==> src/rtl/dmux4way_dispatcher.sv <==
`default_nettype none
// ============================================================================
//  Module      : dmux4way_dispatcher
//  Description : Single-word stream dispatcher. Accepts one word from a
//                valid/ready producer, buffers it, and presents it to exactly
//                one of four valid/ready consumer lanes. The lane is chosen
//                round-robin or from a fixed configured select, and it is
//                latched when the word is accepted.
//  Ports       : clk, reset          - clock, synchronous active-high reset
//                in_valid/in_ready   - producer handshake
//                in_data             - input word
//                cfg_mode, cfg_sel   - 0 = round-robin, 1 = fixed lane cfg_sel
//                out_valid[3:0]      - one-hot lane valid (registered state)
//                out_ready[3:0]      - per-lane consumer ready
//                out_data            - buffered word, broadcast to all lanes
//                cur_sel             - lane of the buffered word
//                stall               - buffered word waited STALL_LIMIT cycles
//                disp_cnt            - delivered-word counter (wrapping)
//  Revision    : 1.0 - initial release
// ============================================================================
module dmux4way_dispatcher #(
    parameter int WIDTH       = 8,
    parameter int STALL_LIMIT = 16,
    parameter int CNT_W       = 16
) (
    input  logic             clk,
    input  logic             reset,
    input  logic             in_valid,
    output logic             in_ready,
    input  logic [WIDTH-1:0] in_data,
    input  logic             cfg_mode,
    input  logic [1:0]       cfg_sel,
    output logic [3:0]       out_valid,
    input  logic [3:0]       out_ready,
    output logic [WIDTH-1:0] out_data,
    output logic [1:0]       cur_sel,
    output logic             stall,
    output logic [CNT_W-1:0] disp_cnt
);

    localparam int                 c_STALL_W   = $clog2(STALL_LIMIT + 1);
    localparam logic [c_STALL_W-1:0] c_STALL_MAX = c_STALL_W'(STALL_LIMIT);

    localparam logic [0:0] c_ST_IDLE = 1'b0;
    localparam logic [0:0] c_ST_SEND = 1'b1;

    logic [0:0]           r_state;
    logic [WIDTH-1:0]     r_data;
    logic [1:0]           r_cur_sel;
    logic [1:0]           r_rr_ptr;
    logic [c_STALL_W-1:0] r_stall_cnt;
    logic [CNT_W-1:0]     r_disp_cnt;

    logic w_deliver;
    logic w_in_ready;
    logic w_accept;

    // Only the selected lane's ready matters; other lanes are ignored so a
    // stalled lane blocks the stream (strict order, no skipping).
    assign w_deliver  = (r_state == c_ST_SEND) && out_ready[r_cur_sel];
    assign w_in_ready = !reset && ((r_state == c_ST_IDLE) || w_deliver);
    assign w_accept   = in_valid && w_in_ready;

    always_ff @(posedge clk) begin
        if (reset) begin
            r_state     <= c_ST_IDLE;
            r_data      <= '0;
            r_cur_sel   <= 2'd0;
            r_rr_ptr    <= 2'd0;
            r_stall_cnt <= '0;
            r_disp_cnt  <= '0;
        end else begin
            // Destination is captured at accept, so later cfg changes never
            // retarget a word that is already buffered.
            if (w_accept) begin
                r_state   <= c_ST_SEND;
                r_data    <= in_data;
                r_cur_sel <= cfg_mode ? cfg_sel : r_rr_ptr;
                if (!cfg_mode) begin
                    r_rr_ptr <= r_rr_ptr + 2'd1;
                end
            end else if (w_deliver) begin
                r_state <= c_ST_IDLE;
            end

            if (w_deliver) begin
                r_disp_cnt <= r_disp_cnt + CNT_W'(1);
            end

            if ((r_state == c_ST_IDLE) || w_deliver) begin
                r_stall_cnt <= '0;
            end else if (r_stall_cnt != c_STALL_MAX) begin
                r_stall_cnt <= r_stall_cnt + c_STALL_W'(1);
            end
        end
    end

    assign in_ready  = w_in_ready;
    assign out_valid = (r_state == c_ST_SEND) ? (4'b0001 << r_cur_sel) : 4'b0000;
    assign out_data  = r_data;
    assign cur_sel   = r_cur_sel;
    assign stall     = (r_stall_cnt == c_STALL_MAX);
    assign disp_cnt  = r_disp_cnt;

endmodule
`default_nettype wire

==> config.mk <==
export PLATFORM = sky130hd
export DESIGN_NAME = dmux4way_dispatcher
export DESIGN_NICKNAME = d
export VERILOG_FILES = /design/src/rtl/dmux4way_dispatcher.sv
export SDC_FILE = /design/constraint.sdc
export NUM_CORES = 1
export LEC_CHECK = 0
export CAP_MARGIN = 0
export CORE_MARGIN = 5
export CORE_UTILIZATION = 42
export CTS_BUF_LIST = sky130_fd_sc_hd__clkbuf_16
export CTS_CLUSTER_SIZE = 14
export DETAILED_ROUTE_END_ITERATION = 12
export GPL_TIMING_DRIVEN = 0
export PLACE_DENSITY_LB_ADDON = 0.05
export SYNTH_ARGS = -nofsm -noshare
export SYNTH_HDL_FRONTEND = slang
export SYNTH_SLANG_ARGS = --single-unit
==> constraint.sdc <==
create_clock -name clk -period 2.4 [get_ports clk]
set_clock_uncertainty 0.15 [all_clocks]
set_input_delay 0.72 -clock clk [delete_from_list [all_inputs] [get_ports clk]]
set_output_delay 0.72 -clock clk [all_outputs]
set_load 0.02 [all_outputs]
==> flow_summary_export.csv, run 1 <==
group,metric,value,unit
die,die_h,73.6,um
synth,ys_ff_latch,34,
worst_setup_path,reg2reg_slack,0.32,ns
die,rows,23,
die,die_area,5410,um^2
global_routing,grt_overflow,0,
worst_setup_path,crit_type,"in2out",
clock_network,cts_tree,"done",
clock_network,path_clk_slew,0.05,ns
sta,fin_crit,2.59,ns
pwr,clock_power_share,46.6,%
synth,avgSynthCellArea,9.03,um^2
sta,rsz0062_at_grt,"true",
hold_path,holdPathEnd,"out_data[5]$_SDFFE_PP0P_",
sta,setup_slack,-0.187,ns
global_routing,grt_antenna_before_repair,0,
worst_setup_path,crit_path_end_kind,"output pin",
place,dp_hpwl,3150,um
worst_setup_path,worstPathMaxFanout,2,
finish,num-nets-final,268,
worst_setup_path,cpMostUsedCell,"buf_6",
worst_setup_path,rr_worst_depth,7,
synth,synth_top_cell_by_area,"dfxtp_1",
run_status,outcome,"finished, violations left",
synth,yosysTopAreaCellShare,40.1,%
detailed_routing,drt.antenna.violating_nets,0,
die,ios,50,
sta,fin_crit_sh,108,%
worst_setup_path,critPathArrivalTime,1.72,ns
sta,drv_slew,0,
worst_setup_path,timing.rr.end,"out_data[0]$_SDFFE_PP0P_",
finish,final_cell_mix,"37 x clkdlybuf4s50_1, 32 x dfxtp_1, 20 x a21oi_1",
synth,async_flop_share,0,%
worst_setup_path,path_cells,"buf_6 -> mux4_2 -> nand2b_4 -> nor2b_4 -> buf_6",
sta,relSlewSlack,64.4,%
global_routing,grt_pass1_wl,7130,um
clock_network,ctsHtreeMaxLevel,2,
synth,synth.distinct_cells,48,
clock_network,clockBufferDepth,2,
hold_path,whs_path_depth,2,
clock_network,clock-root-buffer,"clkbuf_16",
place,placed_area,2260,um^2
synth,synth_area_leaders,"dfxtp_1 40%, a21oi_1 5.9%, nand3_1 4.4%",
worst_setup_path,cp_slowest_cell,"mux4_2",
die,core,3970,um^2
sta,finalHoldViolCount,0,
sta,fmax,387,MHz
worst_setup_path,worstSetupStartpointType,"primary input",
detailed_routing,via_per_inst,5.35,
worst_setup_path,worst_path_largest_cell_delay,0.50,ns
detailed_routing,wire_per_inst,14.5,um
synth,synth_fp_nets,209,
synth,syn_inst,188,
pwr,p_sw,0.000341,W
synth,synth_seq_area_share,40.1,%
pwr,p_per_area,612,nW/um^2
clock_network,clk_latency,0.27,ns
detailed_routing,firstDrtPassIters,4,
synth,synth_edf_count,0,
sta,worst_pin_slew,0.534,ns
clock_network,clock_sinks,34,
finish,antenna_cells,0,
synth,ys_warn_count,0,
place,io_buffers,48,
detailed_routing,wirelength,4310,um
sta,setup_viol,1,
finish,post_route_cells_drive_above_1_share,20.2,%
detailed_routing,routed-via-count,1590,
detailed_routing,drt_iter0_drc,77,
finish,syn_to_final_growth,45.4,%
hold_path,hold_path_class,"reg2reg",
worst_setup_path,rr_startpoint,"cur_sel[0]$_SDFFE_PP0P_",
finish,fin_area,2470,um^2
run_status,violations,"setup timing",
global_routing,grt_max_degree,11,
global_routing,grt_pass1_vias,1559,
hold_path,min_from,"out_data[5]$_SDFFE_PP0P_",
pwr,peakVddDrop,345,uV
worst_setup_path,cp.required,1.53,ns
detailed_routing,drc,0,
pwr,power.internal,0.00117,W
synth,synth_area,1700,um^2
pwr,p_seq_share,39.7,%
finish,layout_commonest_cell,"clkdlybuf4s50_1",
pwr,swShare,22.6,%
place,routabilityCongestion,0.862,
global_routing,grt_usage,16.7,%
finish,post-route-util,62.2,%
synth,ys.flop_type,"dfxtp_1",
clock_network,cts_hold_buf,0,
run,maxCapViolations,0,
die,fp.dieW,73.6,um
clock_network,cts_buffers,5,
pwr,p_leak,0.936,nW
die,initial_core_util,42.8,%
pwr,pwr-share-comb,13.7,%
## through the flow
| step | instances | TNS [ns] | hold WS [ns] | setup slack, ns | total power (W) |
|---|---|---|---|---|---|
| 2_1_floorplan | 188 | -0.116 | 0.304 | -0.116 | 0.000722 |
| 3_5_place_dp | 286 | -7.00 | 0.303 | -1.15 | 0.000810 |
| 5_1_grt | 297 | -0.197 | 0.334 | -0.197 | 0.00156 |
| 6_report | 297 | -0.187 | 0.309 | -0.187 | 0.00151 |
| 3_3_place_gp | 286 | -5.41 | 0.294 | -1.14 | 0.000804 |
| 4_1_cts | 295 | -0.177 | 0.310 | -0.177 | 0.00152 |
## power by group through the flow
stage          sequential (W)  combinational [W]  clock, W
2_1_floorplan        0.000624          0.0000976         0
3_3_place_gp         0.000610           0.000194         0
3_5_place_dp         0.000611           0.000200         0
4_1_cts              0.000600           0.000202  0.000716
5_1_grt              0.000602           0.000220  0.000742
6_report             0.000600           0.000206  0.000704
## routing by layer
| metal | vias up | routed length [um] | share of wire (%) | GRT usage, % |
|---|---|---|---|---|
| met5 | - | 0 | 0 | 0 |
| met4 | 0 | 70 | 1.6 | 6.04 |
| met3 | 8 | 317 | 7.4 | 5.47 |
| met2 | 63 | 2070 | 48 | 26.9 |
| met1 | 724 | 1860 | 43 | 20.8 |
| li1 | 795 | - | - | - |
## worst max-delay path, delay by kind of cell
| family | cells | cell delay (ns) |
|---|---|---|
| buffers and inverters | 2 | 0.21 |
| and+or+nand+nor | 2 | 0.29 |
| muxes | 1 | 0.50 |
## final cells by class
cell class	instances	area [um^2]
flip-flops and latches	34	683
fillers	346	1500
clock inverters	2	33.8
multi-input cells	137	950
clock buffers	5	125
plain buffers	9	71.3
well taps	50	62.6
inverters	7	26.3
repair buffers	53	517
## worst max-delay path by stage
stage                             from  endpoint  slack (ns)  cells after the start
after detailed placement  out_ready[2]  in_ready       -1.15                      6
after floorplan           out_ready[3]  in_ready       -0.12                      4
after global placement    out_ready[2]  in_ready       -1.14                      6
final                     out_ready[3]  in_ready       -0.19                      5
after CTS                 out_ready[3]  in_ready       -0.18                      5
after global routing      out_ready[3]  in_ready       -0.20                      5
## cells in the mapped netlist (2+ instances only)
cell,count
a21oi_2,2
xnor2_1,2
ha_1,3
nor2_1,12
nand2_1,11
or4_1,4
nand3_1,15
xor2_1,3
a21oi_1,20
nor2b_1,6
nand4_1,3
mux2i_1,3
and4_1,2
clkbuf_1,4
o31ai_1,4
a211oi_1,3
buf_2,2
or3_1,6
inv_1,7
o21ai_0,7
buf_4,2
buf_6,2
mux2_2,4
dfxtp_1,34
nand2b_1,4
## cells by family after synthesis
kind of cell             Yosys count  share of synthesized area (%)
adder cells (fa/ha/maj)            3                           2.21
flip-flops                        34                           40.1
buffers and inverters             17                           5.23
AND/OR/NAND/NOR                   77                           26.4
XOR/XNOR                           5                           2.58
AO/OA/AOI/OAI                     43                           16.9
multiplexers                       9                           6.63
## state kept, by name, summed over array words and instances (netlist names)
name / count
cur_sel: 2
disp_cnt: 16
out_data: 8
r_rr_ptr: 2
r_stall_cnt: 5
r_state: 1
## repair_timing
action                                 CTS  global route
gates resized for setup                 40             3
pin swaps                                0             0
endpoints found under the hold margin    0             0
setup endpoints to repair               10             3
setup buffers                            3             2
Power figures use the tool's default switching activity.
==> run 2: changes to the inputs <==
Settings changed: ABC_AREA set to 1, CORE_UTILIZATION 42 to 43, TNS_END_PERCENT set to 30.
==> flow_summary_export.csv, run 2 <==
group,metric,value,unit
finish,layout_commonest_cell,"nand2_1",
global_routing,grt_overflow,0,
worst_setup_path,worst_path_largest_cell_delay,0.38,ns
finish,final_cell_mix,"86 x nand2_1, 38 x clkdlybuf4s50_1, 33 x dfxtp_1",
synth,async_flop_share,0,%
die,core,4030,um^2
synth,ys_ff_latch,34,
place,routabilityCongestion,0.820,
synth,synth.distinct_cells,23,
place,dp_hpwl,3200,um
sta,relSlewSlack,51.0,%
sta,fmax,438,MHz
synth,synth_area_leaders,"dfxtp_1 38%, nand2_1 18%, nor2_1 5.9%",
detailed_routing,via_per_inst,4.92,
synth,synth_commonest_cells,"87 x nand2_1, 34 x dfxtp_1, 28 x nor2_1, 21 x inv_1, 20 x nand3_1",
run,maxCapViolations,0,
detailed_routing,routed-via-count,1840,
hold_path,whs_path_depth,2,
global_routing,grt_usage,17.5,%
die,ios,50,
run_status,outcome,"completed",
hold_path,holdPathEnd,"r_rr_ptr[0]$_SDFFE_PP0P_",
detailed_routing,drc,0,
worst_setup_path,crit_family,"buffers and inverters",
sta,setup_viol,0,
sta,finalHoldViolCount,0,
detailed_routing,wirelength,4440,um
synth,yosysTopAreaCellShare,38.1,%
worst_setup_path,rr_startpoint,"cur_sel[0]$_SDFFE_PP0P_",
finish,largest_reg_flops,16,
sta,fin_crit,2.28,ns
place,placed_area,2330,um^2
die,initial_core_util,44.3,%
clock_network,ctsHtreeMaxLevel,2,
die,rows,23,
sta,worst_pin_slew,0.734,ns
sta,setup_slack,0.117,ns
synth,synth_fp_nets,284,
global_routing,grt_pass1_wl,7480,um
global_routing,grt_pass1_vias,1708,
pwr,report.power.total,0.00139,W
synth,avgSynthCellArea,6.79,um^2
synth,synth_area,1790,um^2
global_routing,grt_antenna_before_repair,0,
worst_setup_path,crit_path_end_kind,"output pin",
detailed_routing,drt.antenna.violating_nets,0,
worst_setup_path,reg2reg_slack,0.57,ns
hold_path,hold_path_class,"reg2reg",
finish,syn_to_final_growth,41.6,%
clock_network,clockBufferDepth,2,
worst_setup_path,crit_buf_inv,3,
worst_setup_path,rr_worst_depth,11,
worst_setup_path,cp_slowest_cell,"dfxtp_1",
clock_network,cts_buffers,5,
pwr,p_per_area,550,nW/um^2
finish,post-route-util,62.8,%
hold_path,min_from,"r_rr_ptr[0]$_SDFFE_PP0P_",
clock_network,cts_hold_buf,0,
synth,syn_inst,263,
worst_setup_path,path_cells,"inv_1 -> ha_1 -> nand3_1 -> inv_1 -> dlygate4sd2_1",
sta,drv_slew,0,
die,fp.dieW,74.5,um
synth,synth_edf_count,0,
synth,ys.flop_type,"dfxtp_1",
worst_setup_path,timing.rr.end,"disp_cnt[3]$_SDFFE_PP0P_",
worst_setup_path,worstSetupStartpointType,"register",
finish,post_route_cells_drive_above_1_share,13.0,%
clock_network,clock-root-buffer,"clkbuf_16",
place,io_buffers,48,
synth,ys_warn_count,0,
detailed_routing,wire_per_inst,11.9,um
finish,num-nets-final,344,
synth,synth_top_cell_by_area,"dfxtp_1",
clock_network,clock_sinks,34,
sta,whs,0.297,ns
worst_setup_path,cp.required,1.53,ns
worst_setup_path,worstPathMaxFanout,4,
clock_network,path_clk_slew,0.05,ns
finish,antenna_cells,0,
detailed_routing,drt_iter0_drc,72,
synth,synth_seq_area_share,38.1,%
sta,rsz0062_at_grt,"false",
finish,fin_area,2530,um^2
synth,synth.most_common_cell,"nand2_1",
worst_setup_path,critPathArrivalTime,1.41,ns
worst_setup_path,crit_type,"reg2out",
die,die_area,5540,um^2
worst_setup_path,cpMostUsedCell,"inv_1",
clock_network,cts_tree,"done",
pwr,peakVddDrop,341,uV
global_routing,grt_max_degree,16,
clock_network,clk_latency,0.28,ns
die,die_h,74.5,um
sta,fin_crit_sh,95.1,%
place,dp_slack,-0.773,ns
pwr,p_leak,1.03,nW
detailed_routing,firstDrtPassIters,5,
==> run 2: kinds of logic after synthesis <==
| logic type | after synthesis | share of synthesized area, % |
|---|---|---|
| fa+ha+maj | 3 | 2.10 |
| buf+inv | 30 | 8.26 |
| compound gates | 29 | 9.80 |
| simple gates | 161 | 38.8 |
| xor+xnor | 6 | 2.94 |
| flops | 34 | 38.1 |
==> run 2: worst max-delay path by stage <==
stage                           startpoint        to  cells past startpoint
4_1_cts                       out_ready[1]  in_ready                      8
3_3_place_gp                         reset  in_ready                      6
6_report       r_stall_cnt[1]$_SDFFE_PP0N_     stall                      5
2_1_floorplan                        reset  in_ready                      5
5_1_grt        r_stall_cnt[1]$_SDFFE_PP0N_     stall                      5
3_5_place_dp                         reset  in_ready                      6
==> run 2: final cells by class <==
| class | count | area [um^2] |
|---|---|---|
| flip-flops and latches | 34 | 682 |
| inverters | 23 | 90.1 |
| clock inverters | 3 | 12.5 |
| repair buffers | 54 | 531 |
| fillers | 389 | 1500 |
| clock buffers | 5 | 125 |
| well taps | 50 | 62.6 |
| multi-input cells | 199 | 968 |
| plain buffers | 6 | 58.8 |
==> run 2: report_power, final <==
| group | switching [W] | internal (W) | total, W |
|---|---|---|---|
| Clock | 0.000230 | 0.000374 | 0.000604 |
| Sequential | 0.0000155 | 0.000584 | 0.000599 |
| Combinational | 0.0000978 | 0.0000902 | 0.000188 |
| Total | 0.000343 | 0.00105 | 0.00139 |
==> run 2: layer usage <==
metal | global-route usage (%) | share of wire (%) | up-vias
met2 | 28.3 | 46 | 35
li1 | - | - | 967
met3 | 5.54 | 5.7 | 6
met5 | 0 | 0 | -
met1 | 21.5 | 47 | 832
met4 | 6.92 | 1.4 | 0
==> run 2: worst register-to-register path, stage by stage (launching register included) <==
cell     delay [ns]
dfxtp_1        0.45
nand2_1        0.08
nand2_1        0.09
nand2_2        0.07
buf_4          0.14
buf_4          0.13
nand2_2        0.06
nand2_2        0.06
buf_6          0.15
buf_12         0.14
nor3_1         0.13
nor2_1         0.07
==> run 2: repair_timing <==
action,4_1_cts,5_1_grt
buffers inserted,4,2
gates cloned,0,0
gates resized for setup,13,9
setup endpoints to repair,6,2
pin swaps,2,6
==> run 2: through the flow <==
step,TNS (ns),std cells
after floorplan,0,263
after global placement,-0.811,361
after detailed placement,-0.773,361
after CTS,-0.161,372
after global routing,0,374
final,0,374
==> run 3: changes to the inputs <==
Clock period 2.4 ns to 2 ns, I/O delays scaled along.
==> flow_summary_export.csv, run 3 (same netlist as run 2, synthesis figures left out) <==
group,metric,value,unit
pwr,clock_power_share,43.6,%
pwr,p_per_area,658,nW/um^2
detailed_routing,wire_per_inst,11.4,um
worst_setup_path,rr_startpoint,"disp_cnt[0]$_SDFFE_PP0P_",
detailed_routing,firstDrtPassIters,4,
worst_setup_path,cp-endpoint,"in_ready",
clock_network,clock-root-buffer,"clkbuf_16",
global_routing,grt_pass1_vias,1640,
global_routing,grt_usage,16.5,%
clock_network,cts_hold_buf,0,
die,rows,23,
worst_setup_path,crit_path_end_kind,"output pin",
place,dp_hpwl,3120,um
finish,antenna_cells,0,
place,routabilityCongestion,0.824,
global_routing,grt_overflow,0,
worst_setup_path,reg2reg_slack,0.30,ns
run_status,outcome,"completed",
detailed_routing,wl_met2,2020,um
clock_network,clk_latency,0.27,ns
detailed_routing,drt_iter0_drc,82,
pwr,pwr-share-comb,12.9,%
detailed_routing,drt.antenna.violating_nets,0,
clock_network,path_clk_slew,0.05,ns
finish,final_cells,373,
die,initial_core_util,44.3,%
detailed_routing,routed-via-count,1807,
hold_path,hold_path_class,"reg2reg",
sta,setup_viol,0,
pwr,power.internal,0.00125,W
worst_setup_path,cp.required,1.25,ns
finish,post_route_cells_drive_above_1_share,17.6,%
place,dpl.cell_count,361,
sta,worst_pin_slew,0.726,ns
finish,final_cell_mix,"86 x nand2_1, 29 x dfxtp_1, 27 x nor2_1",
pwr,p_leak,1.16,nW
worst_setup_path,worstPathMaxFanout,10,
sta,setup_slack,0.00109,ns
detailed_routing,wl_met1,1930,um
detailed_routing,drc,0,
clock_network,clockBufferDepth,2,
clock_network,ctsHtreeMaxLevel,2,
detailed_routing,wirelength,4260,um
pwr,p_seq_share,43.5,%
clock_network,cts_tree,"done",
worst_setup_path,worstSetupStartpointType,"primary input",
global_routing,grt_antenna_before_repair,0,
finish,layout_commonest_cell,"nand2_1",
sta,finalHoldViolCount,0,
finish,syn_to_final_growth,40.4,%
sta,drv_slew,0,
worst_setup_path,timing.rr.end,"disp_cnt[8]$_SDFFE_PP0P_",
global_routing,grt_pass1_wl,7090,um
die,fp.dieW,74.5,um
sta,fin_crit,2.00,ns
worst_setup_path,rr_worst_depth,7,
finish,largest_reg_flops,16,
pwr,p_sw,0.000402,W
worst_setup_path,crit_type,"in2out",
place,io_buffers,48,
hold_path,min_from,"r_rr_ptr[0]$_SDFFE_PP0P_",
run,maxCapViolations,0,
clock_network,clock_sinks,34,
worst_setup_path,crit_start,"reset",
die,ios,50,
sta,fin_crit_sh,99.9,%
die,core,4030,um^2
sta,relSlewSlack,51.6,%
global_routing,grt_max_degree,11,
die,die_area,5540,um^2
detailed_routing,top_layer_used,"met4",
detailed_routing,wl_met3,264,um
die,die_h,74.5,um
pwr,peakVddDrop,655,uV
detailed_routing,via_per_inst,4.84,
finish,num-nets-final,343,
place,dp_slack,-0.890,ns
worst_setup_path,critPathArrivalTime,1.25,ns
sta,fmax,500,MHz
sta,rsz0062_at_grt,"true",
clock_network,cts_buffers,5,
pwr,swShare,24.4,%
[run 3: worst min path at each step]
| stage | to | cells past startpoint | slack, ns |
|---|---|---|---|
| 2_1_floorplan | r_rr_ptr[0]$_SDFFE_PP0P_ | 2 | 0.28 |
| 3_3_place_gp | r_rr_ptr[0]$_SDFFE_PP0P_ | 2 | 0.30 |
| 3_5_place_dp | r_rr_ptr[0]$_SDFFE_PP0P_ | 2 | 0.30 |
| 4_1_cts | r_rr_ptr[0]$_SDFFE_PP0P_ | 2 | 0.31 |
| 5_1_grt | r_rr_ptr[0]$_SDFFE_PP0P_ | 2 | 0.34 |
| 6_report | r_rr_ptr[0]$_SDFFE_PP0P_ | 2 | 0.30 |
[run 3: timing repair]
item / CTS / global route
setup endpoints to repair: 24 / 13
setup buffers: 1 / 3
pin swaps: 5 / 6
resized for setup: 55 / 22
[run 3: critical path, cell delays in order]
cell	delay [ns]
clkbuf_2	0.20
inv_4	0.07
clkbuf_8	0.17
nand2_2	0.06
inv_2	0.03
buf_6	0.12
[run 3: area by class of cell]
type	count	area [um^2]
inverters	23	88.8
well taps	50	62.6
fillers	382	1520
clock buffers	5	125
repair buffers	52	482
clock inverters	3	12.5
flip-flops and latches	34	689
multi-input cells	199	976
plain buffers	7	72.6
[run 3: power groups by stage]
stage                logic, W  registers, W  clock network [W]
floorplan           0.0000943      0.000752                  0
global placement     0.000213      0.000732                  0
detailed placement   0.000213      0.000732                  0
CTS                  0.000214      0.000719           0.000737
global route         0.000234      0.000722           0.000774
finish               0.000213      0.000718           0.000720
[run 3: layer usage]
metal | vias to the layer above | track usage, %
li1 | 963 | -
met4 | 0 | 5.53
met1 | 798 | 20.1
met5 | - | 0
met3 | 5 | 5.00
met2 | 41 | 27.5
[run 3: stage by stage]
| step | utilization [%] | hold slack [ns] | total power, W | instance area (um^2) | TNS, ns |
|---|---|---|---|---|---|
| after floorplan | - | 0.278 | 0.000846 | 1790 | 0 |
| after global placement | 58.0 | 0.298 | 0.000945 | 2330 | -3.16 |
| after detailed placement | 58.0 | 0.299 | 0.000945 | 2330 | -3.43 |
| after CTS | 61.5 | 0.306 | 0.00167 | 2480 | -0.136 |
| after global routing | 62.3 | 0.336 | 0.00173 | 2510 | -0.0788 |
| final | 62.3 | 0.301 | 0.00165 | 2510 | 0 |
